===== config.mk =====
export PLATFORM = sky130hd
export DESIGN_NAME = ram_fifo_ctrl
export DESIGN_NICKNAME = d
export VERILOG_FILES = /design/src/rtl/ram_fifo_ctrl.sv
export SDC_FILE = /design/constraint.sdc
export NUM_CORES = 1
export LEC_CHECK = 0
export ABC_AREA = 1
export CAP_MARGIN = 10
export CORE_ASPECT_RATIO = 0.75
export CORE_UTILIZATION = 50
export DETAILED_ROUTE_END_ITERATION = 7
export GPL_TIMING_DRIVEN = 0
export PLACE_DENSITY = 0.79
export SETUP_SLACK_MARGIN = 0.02
export SLEW_MARGIN = 20
export SYNTH_ARGS = -nofsm -noshare
export SYNTH_HDL_FRONTEND = slang
export SYNTH_SLANG_ARGS = --single-unit

===== constraint.sdc =====
create_clock -name clk -period 5.2 [get_ports clk]
set_input_delay 0.78 -clock clk [delete_from_list [all_inputs] [get_ports clk]]
set_output_delay 0.78 -clock clk [all_outputs]
set_load 0.05 [all_outputs]

===== src/rtl/ram_fifo_ctrl.sv =====
// ram_fifo_ctrl: in-order FIFO controller for an external simple-dual-port RAM with
// a 1-cycle registered read, fronted by a 2-entry output buffer.
module ram_fifo_ctrl #(
    parameter int WIDTH     = 8,
    parameter int ADDR_BITS = 10
) (
    input  logic                 clk,
    input  logic                 rst_n,
    input  logic                 flush,
    input  logic                 s_valid,
    output logic                 s_ready,
    input  logic [WIDTH-1:0]     s_data,
    output logic                 m_valid,
    input  logic                 m_ready,
    output logic [WIDTH-1:0]     m_data,
    output logic [ADDR_BITS-1:0] ram_write_address,
    output logic [WIDTH-1:0]     ram_input_data,
    output logic                 ram_write_enable,
    output logic [ADDR_BITS-1:0] ram_read_address,
    input  logic [WIDTH-1:0]     ram_output_data,
    output logic [ADDR_BITS+1:0] count
);
    localparam logic [ADDR_BITS:0] FULL = {1'b1, {ADDR_BITS{1'b0}}};

    logic [ADDR_BITS:0] wr_ptr_q, wr_ptr_d, rd_ptr_q, rd_ptr_d, ram_count, ram_count_d;
    logic               s_ready_q, s_ready_d, inflight_q, inflight_d;
    logic [1:0]         buf_cnt_q, buf_cnt_d, tail;
    logic [WIDTH-1:0]   buf0_q, buf0_d, buf1_q, buf1_d;
    logic               push, pop, issue, capture;

    always_comb begin
        ram_count   = wr_ptr_q - rd_ptr_q;
        push        = s_valid && s_ready_q && !flush;
        pop         = (buf_cnt_q != 2'd0) && m_ready && !flush;
        // a read may only be issued if its word is guaranteed a buffer slot on arrival
        issue       = (ram_count != '0) && !flush &&
                      (({1'b0, buf_cnt_q} + {2'b0, inflight_q} - {2'b0, pop}) < 3'd2);
        capture     = inflight_q && !flush;
        wr_ptr_d    = flush ? '0 : wr_ptr_q + {{ADDR_BITS{1'b0}}, push};
        rd_ptr_d    = flush ? '0 : rd_ptr_q + {{ADDR_BITS{1'b0}}, issue};
        ram_count_d = wr_ptr_d - rd_ptr_d;
        s_ready_d   = (ram_count_d < FULL) && !flush;
        inflight_d  = issue;
        buf_cnt_d   = flush ? 2'd0 : buf_cnt_q + {1'b0, capture} - {1'b0, pop};
        tail        = buf_cnt_q - {1'b0, pop};
        buf0_d      = pop ? buf1_q : buf0_q;
        buf1_d      = buf1_q;
        if (capture && tail == 2'd0) buf0_d = ram_output_data;
        if (capture && tail != 2'd0) buf1_d = ram_output_data;
    end

    always_ff @(posedge clk or negedge rst_n) begin
        if (!rst_n) begin
            wr_ptr_q   <= '0;
            rd_ptr_q   <= '0;
            s_ready_q  <= 1'b0;
            inflight_q <= 1'b0;
            buf_cnt_q  <= 2'd0;
            buf0_q     <= '0;
            buf1_q     <= '0;
        end else begin
            wr_ptr_q   <= wr_ptr_d;
            rd_ptr_q   <= rd_ptr_d;
            s_ready_q  <= s_ready_d;
            inflight_q <= inflight_d;
            buf_cnt_q  <= buf_cnt_d;
            buf0_q     <= buf0_d;
            buf1_q     <= buf1_d;
        end
    end

    assign s_ready           = s_ready_q;
    assign m_valid           = buf_cnt_q != 2'd0;
    assign m_data            = buf0_q;
    assign ram_write_enable  = push;
    assign ram_write_address = wr_ptr_q[ADDR_BITS-1:0];
    assign ram_input_data    = s_data;
    assign ram_read_address  = rd_ptr_q[ADDR_BITS-1:0];
    assign count             = {1'b0, ram_count} + {{(ADDR_BITS+1){1'b0}}, inflight_q}
                             + {{ADDR_BITS{1'b0}}, buf_cnt_q};
endmodule

======== Yosys cells after proc, flatten, opt, wreduce, memory -nomap -nowiden ========
Cells that the tools add are included.
word-level totals
  register bits after elaboration ......... 42
  input bits .............................. 21
  word-level logic and storage cells ...... 41
cells by class
  add/subtract/negate cells ............... 11
  reductions and logical operators ........ 16
  $lt $le $gt $ge ......................... 2
  muxes and demuxes ....................... 5
operators by type and width
  kind                                                                  number
  11-bit by 1-bit adder with 11-bit output                              2
  11-bit two-way mux                                                    2
  11-bit subtractor                                                     2
  8-bit two-way mux                                                     2
  11-bit by 1-bit adder with 12-bit output                              1
  12-bit by 2-bit adder with 12-bit output                              1
  11-bit < comparator, second input constant                            1
  11-bit nonzero test                                                   1
  1-bit logical AND                                                     10
  2-bit nonzero test                                                    3
  2-bit by 1-bit subtractor with 2-bit output                           2
  2-bit by 1-bit adder with 3-bit output                                1
  3-bit by 2-bit < comparator with 1-bit output, second input constant  1
  3-bit by 1-bit subtractor with 3-bit output                           1
  2-bit by 1-bit adder with 2-bit output                                1
  2-bit logical NOT                                                     1
  2-bit two-way mux                                                     1
  1-bit logical NOT                                                     1

======== Logic depth before layout (Yosys ltp) ========
  word-level depth ........................ 11
  depth in mapped cells ................... 32
  gate-level depth less buffers ........... 32

======== Least setup slack after synthesis ========
OpenSTA, ideal clock, no wires.
  path kind ............................... in2reg
  start point ............................. input port flush
  end point ............................... register s_ready_q, in the netlist s_ready
  setup time .............................. 0.119 ns
  arrival ................................. 4.116 ns
  stages .................................. 27
  path slack .............................. 0.965 ns
  buffers on the path ..................... 0
  cell sequence ........................... inv_1 > nand3_1 > inv_1 > ha_1 > nor2_1 > fa_1 > a21oi_1 > o211ai_1 > nor2_1 > ha_1 > nand2_1 > nor2_1 > inv_1 > nor3_2 > nand3_1 > o21ai_1 > inv_1 > nor2_1 > inv_1 > ha_1 > nand2_1 > o21ai_0 > nor2_1 > nand3_1 > nand3_1 > nand2_1 > nor2_1
on the way
  cells in the longest elaborated chain, start to end .. 10
RTL lines
  item                                           line    RTL
  start, declared                                9       input logic flush,
  1-bit logical NOT (*)                          34, 36
  1-bit logical AND                              34      pop = (buf_cnt_q != 2'd0) && m_ready && !flush;
  3-bit by 1-bit subtractor with 3-bit output    37      (({1'b0, buf_cnt_q} + {2'b0, inflight_q} - {2'b0, pop}) < 3'd2);
  3-bit by 2-bit < comparator with 1-bit output  37
  1-bit logical AND (*)                          36      issue = (ram_count != '0) && !flush &&
  via inflight_d                                 26      logic s_ready_q, s_ready_d, inflight_q, inflight_d;
  11-bit by 1-bit adder with 11-bit output (*)   40      rd_ptr_d = flush ? '0 : rd_ptr_q + {{ADDR_BITS{1'b0}}, issue};
  11-bit two-way mux (*)                         40
  via rd_ptr_d[9]                                25      logic [ADDR_BITS:0] wr_ptr_q, wr_ptr_d, rd_ptr_q, rd_ptr_d, ram_count, ram_count_d;
  11-bit subtractor (*)                          41      ram_count_d = wr_ptr_d - rd_ptr_d;
  11-bit < comparator (*)                        42      s_ready_d = (ram_count_d < FULL) && !flush;
  1-bit logical AND (*)                          42
  via s_ready_d                                  26
  end signal, assigned                           64      s_ready_q <= s_ready_d;
  end, declared                                  26
The timed path passes the listed nets; every way through them passes the cells marked *.
A chain may end at the register's enable or synchronous reset.

======== Final worst setup path ========
  start point ............................. input port m_ready
  end point ............................... register s_ready_q, in the netlist s_ready
on the way
  cells in the longest elaborated chain, start to end .. 10
RTL lines
  item                                           line  RTL
  start, declared                                14    input logic m_ready,
  1-bit logical AND (2 in series)                34
  3-bit by 1-bit subtractor with 3-bit output    37
  3-bit by 2-bit < comparator with 1-bit output  37
  1-bit logical AND                              36
  via inflight_d                                 26
  11-bit by 1-bit adder with 11-bit output       40
  11-bit two-way mux                             40
  via rd_ptr_d[9]                                25
  11-bit subtractor                              41
  11-bit < comparator                            42
  1-bit logical AND                              42
  via s_ready_d                                  26
The timed path passes the listed nets, and every way through them passes these cells.

==> flow_metrics.tcl <==
set metrics [dict create \
    status "completed" \
    io_buffers 63 \
    finalWorstSetupSlack_ns 0.363 \
    finalSetupViolCount 0 \
    viasPerCell 5.26 \
    rows 25 \
    yosysTopAreaCell "dfrtp_1" \
    hpwlAfterDp_um 6530 \
    path_max_fanout 9 \
    worst_pin_slew_ns 0.565 \
    root_buffer "clkbuf_8" \
    ys_ff_latch 42 \
    synthTopCellsByCount "inv_1 (77), nand2_1 (72), nor2_1 (53)" \
    numCtsBuffers 5 \
    synth_enable_flop_cells 0 \
    worstPathArrival_ns 5.06 \
    dp_slack_ns -0.444 \
    clk_pin_slew_ns 0.09 \
    finalCriticalPeriod_ns 4.84 \
    max_freq_ghz 0.207 \
    core_area_um2 6440 \
    power_switching_mw 1.05 \
    drtPass1Iterations 5 \
    final_cell_area_um2 4290 \
    h-tree-depth 2 \
    cts_tree "built" \
    synth-async-reset-ratio_pct 100 \
    antenna_found_initial 0 \
    clkLatencyLatePin_ns 0.30 \
    grt_pass1_wl_um 13300 \
    crit_required_ns 5.42 \
    grt_max_degree 29 \
    fin_crit_sh_pct 93.0 \
    crit_path_frequent_cell "nor2_1" \
    startpoint_type "input port" \
    syn_area_um2 3410 \
    grt_usage_pct 23.3 \
    finalWirelength_um 8260 \
    die_w_um 97.4 \
    rsz0062_at_grt "no" \
    drt_iter0_drc 272 \
    clock_tree.buffer_depth 2 \
    wl_per_cell_um 13.7 \
    total_leakage_power_nw 2.16 \
    swShare_pct 51.0 \
    slowest_delay_ns 0.52 \
    diodes 0 \
    combPwrFrac_pct 64.1 \
    synth_nets 501 \
    p_clk_share_pct 13.4 \
    yosysSeqAreaShare_pct 30.8 \
    slew-limit-headroom_pct 62.4 \
    gr-total-overflow 0 \
    grt_pass1_vias 2947 \
    cpLargestDelayFamily "simple AND/OR/NAND/NOR gates" \
    synth_area_per_cell_um2 7.61 \
    drive_gt1_share_pct 15.2 \
    share_seq_of_total_power_pct 22.5 \
    synthFlopType "dfrtp_1" \
    cp_slowest_cell "clkdlybuf4s50_1" \
    hp-class "in2async" \
    dpl_cell_area_um2 4160 \
    setup.worst_path.class "in2reg" \
    slew_viol_final 0 \
    start_util_pct 52.9 \
    die_h_um 73.5 \
    io_pins 72 \
    place_congestion 0.886 \
    yosysMostFrequentCell "inv_1" \
    path_buf_inv 5 \
    yosysWarnings 0 \
    p_int_mw 1.01 \
    post_cts_buffers 0 \
    fin_util_pct 66.6 \
    synthDistinctLibCells 34 \
    critPathCaptureType "flop" \
    hold_violations 0 \
    num-fill-cells 558 \
    power_per_cell_area_nw_per_um2 480 \
    ir_worst_vdd_uv 281 \
    vias 3164 \
    die-area_um2 7160 \
    cts_sinks 42 \
    syn-instance-count 448 \
    netlist.area_leader.share_pct 30.8 \
    area_delta_synth_final_pct 25.9 \
    drc 0 \
    clock_skew_ns 0.0110 \
    ant_nets 0 \
    cap_violations 0 \
    synth_area_leaders "dfrtp_1 (31%), ha_1 (10%), inv_1 (8.5%)" \
    finish.net_count 572 \
]
## layer usage
metal / wire (µm) / GRT usage (%)
met3: 455 / 3.24
met4: 179 / 7.68
met2: 3840 / 39.6
met5: 0 / 0
met1: 3780 / 31.0
## through the flow
stage	std cells	TNS (ns)	hold slack, ns	total power [mW]
CTS	601	0	0.391	2.05
finish	601	0	0.386	2.06
floorplan	448	0	0.480	1.40
global route	601	0	0.398	2.19
detailed placement	593	-0.444	0.496	1.78
global placement	592	-0.379	0.487	1.74
## path summary, 6_finish.rpt
| check | from | endpoint | slack [ns] | cells past startpoint |
|---|---|---|---|---|
| hold / removal | rst_n | rd_ptr_q[7] | 0.39 | 1 |
| setup / recovery | m_ready | s_ready | 0.36 | 27 |
| hold reg to reg | buf1_q[2] | buf1_q[2] | 0.51 | 1 |
| max in group asynchronous | rst_n | buf1_q[2] | 4.32 | 2 |
| setup reg to reg | buf_cnt_q[1] | s_ready | 0.68 | 28 |
| min in group clk | buf1_q[2] | buf1_q[2] | 0.51 | 1 |
## registers in the layout, indices dropped and copies added (netlist names)
name / cells
buf1_q: 8
s_ready: 1
inflight_q: 1
wr_ptr_q: 11
buf_cnt_q: 2
m_data: 8
rd_ptr_q: 11
## cell families after synthesis
group,synth area share (%)
AND/OR/NAND/NOR,26.9
buffers and inverters,15.1
AO/OA/AOI/OAI,8.62
flip-flops,30.8
adder cells (fa/ha/maj),12.6
XOR/XNOR,3.30
multiplexers,2.64
## placed cells by master (no fill, tap or decap), types with 7 or more instances in the layout
cell type        count
o21ai_0             10
nor2_1              52
nand2_2             11
mux2_2               8
dfrtp_1             42
ha_1                28
a21oi_1             25
clkdlybuf4s50_1     61
buf_4               28
o22ai_1              7
nand3_1             29
nand2_1             72
inv_1               76
## power by group through the flow
| stage | Clock, mW | Sequential, mW | Combinational [mW] |
|---|---|---|---|
| floorplan | 0 | 0.576 | 0.826 |
| global placement | 0 | 0.464 | 1.28 |
| detailed placement | 0 | 0.468 | 1.31 |
| CTS | 0.276 | 0.463 | 1.31 |
| global route | 0.287 | 0.473 | 1.43 |
| finish | 0.275 | 0.464 | 1.32 |
## final cells by class
type                    instances  area [µm²]  share of cell area, %
plain buffers                  31         221                   5.16
clock buffers                   5        68.8                   1.60
clock inverters                 3        48.8                   1.14
inverters                      78         293                   6.82
multi-input cells             297        1860                   43.3
flip-flops and latches         42        1050                   24.5
well taps                      81         101                   2.36
repair buffers                 64         648                   15.1
## what timing repair did
item,4_1_cts,5_1_grt
hold endpoints to repair,0,0
pin swaps,0,0
resized for setup,2,3
endpoints found under the setup margin,1,1
gates cloned,0,0
hold buffers,0,0
Power figures use the tool's default switching activity.
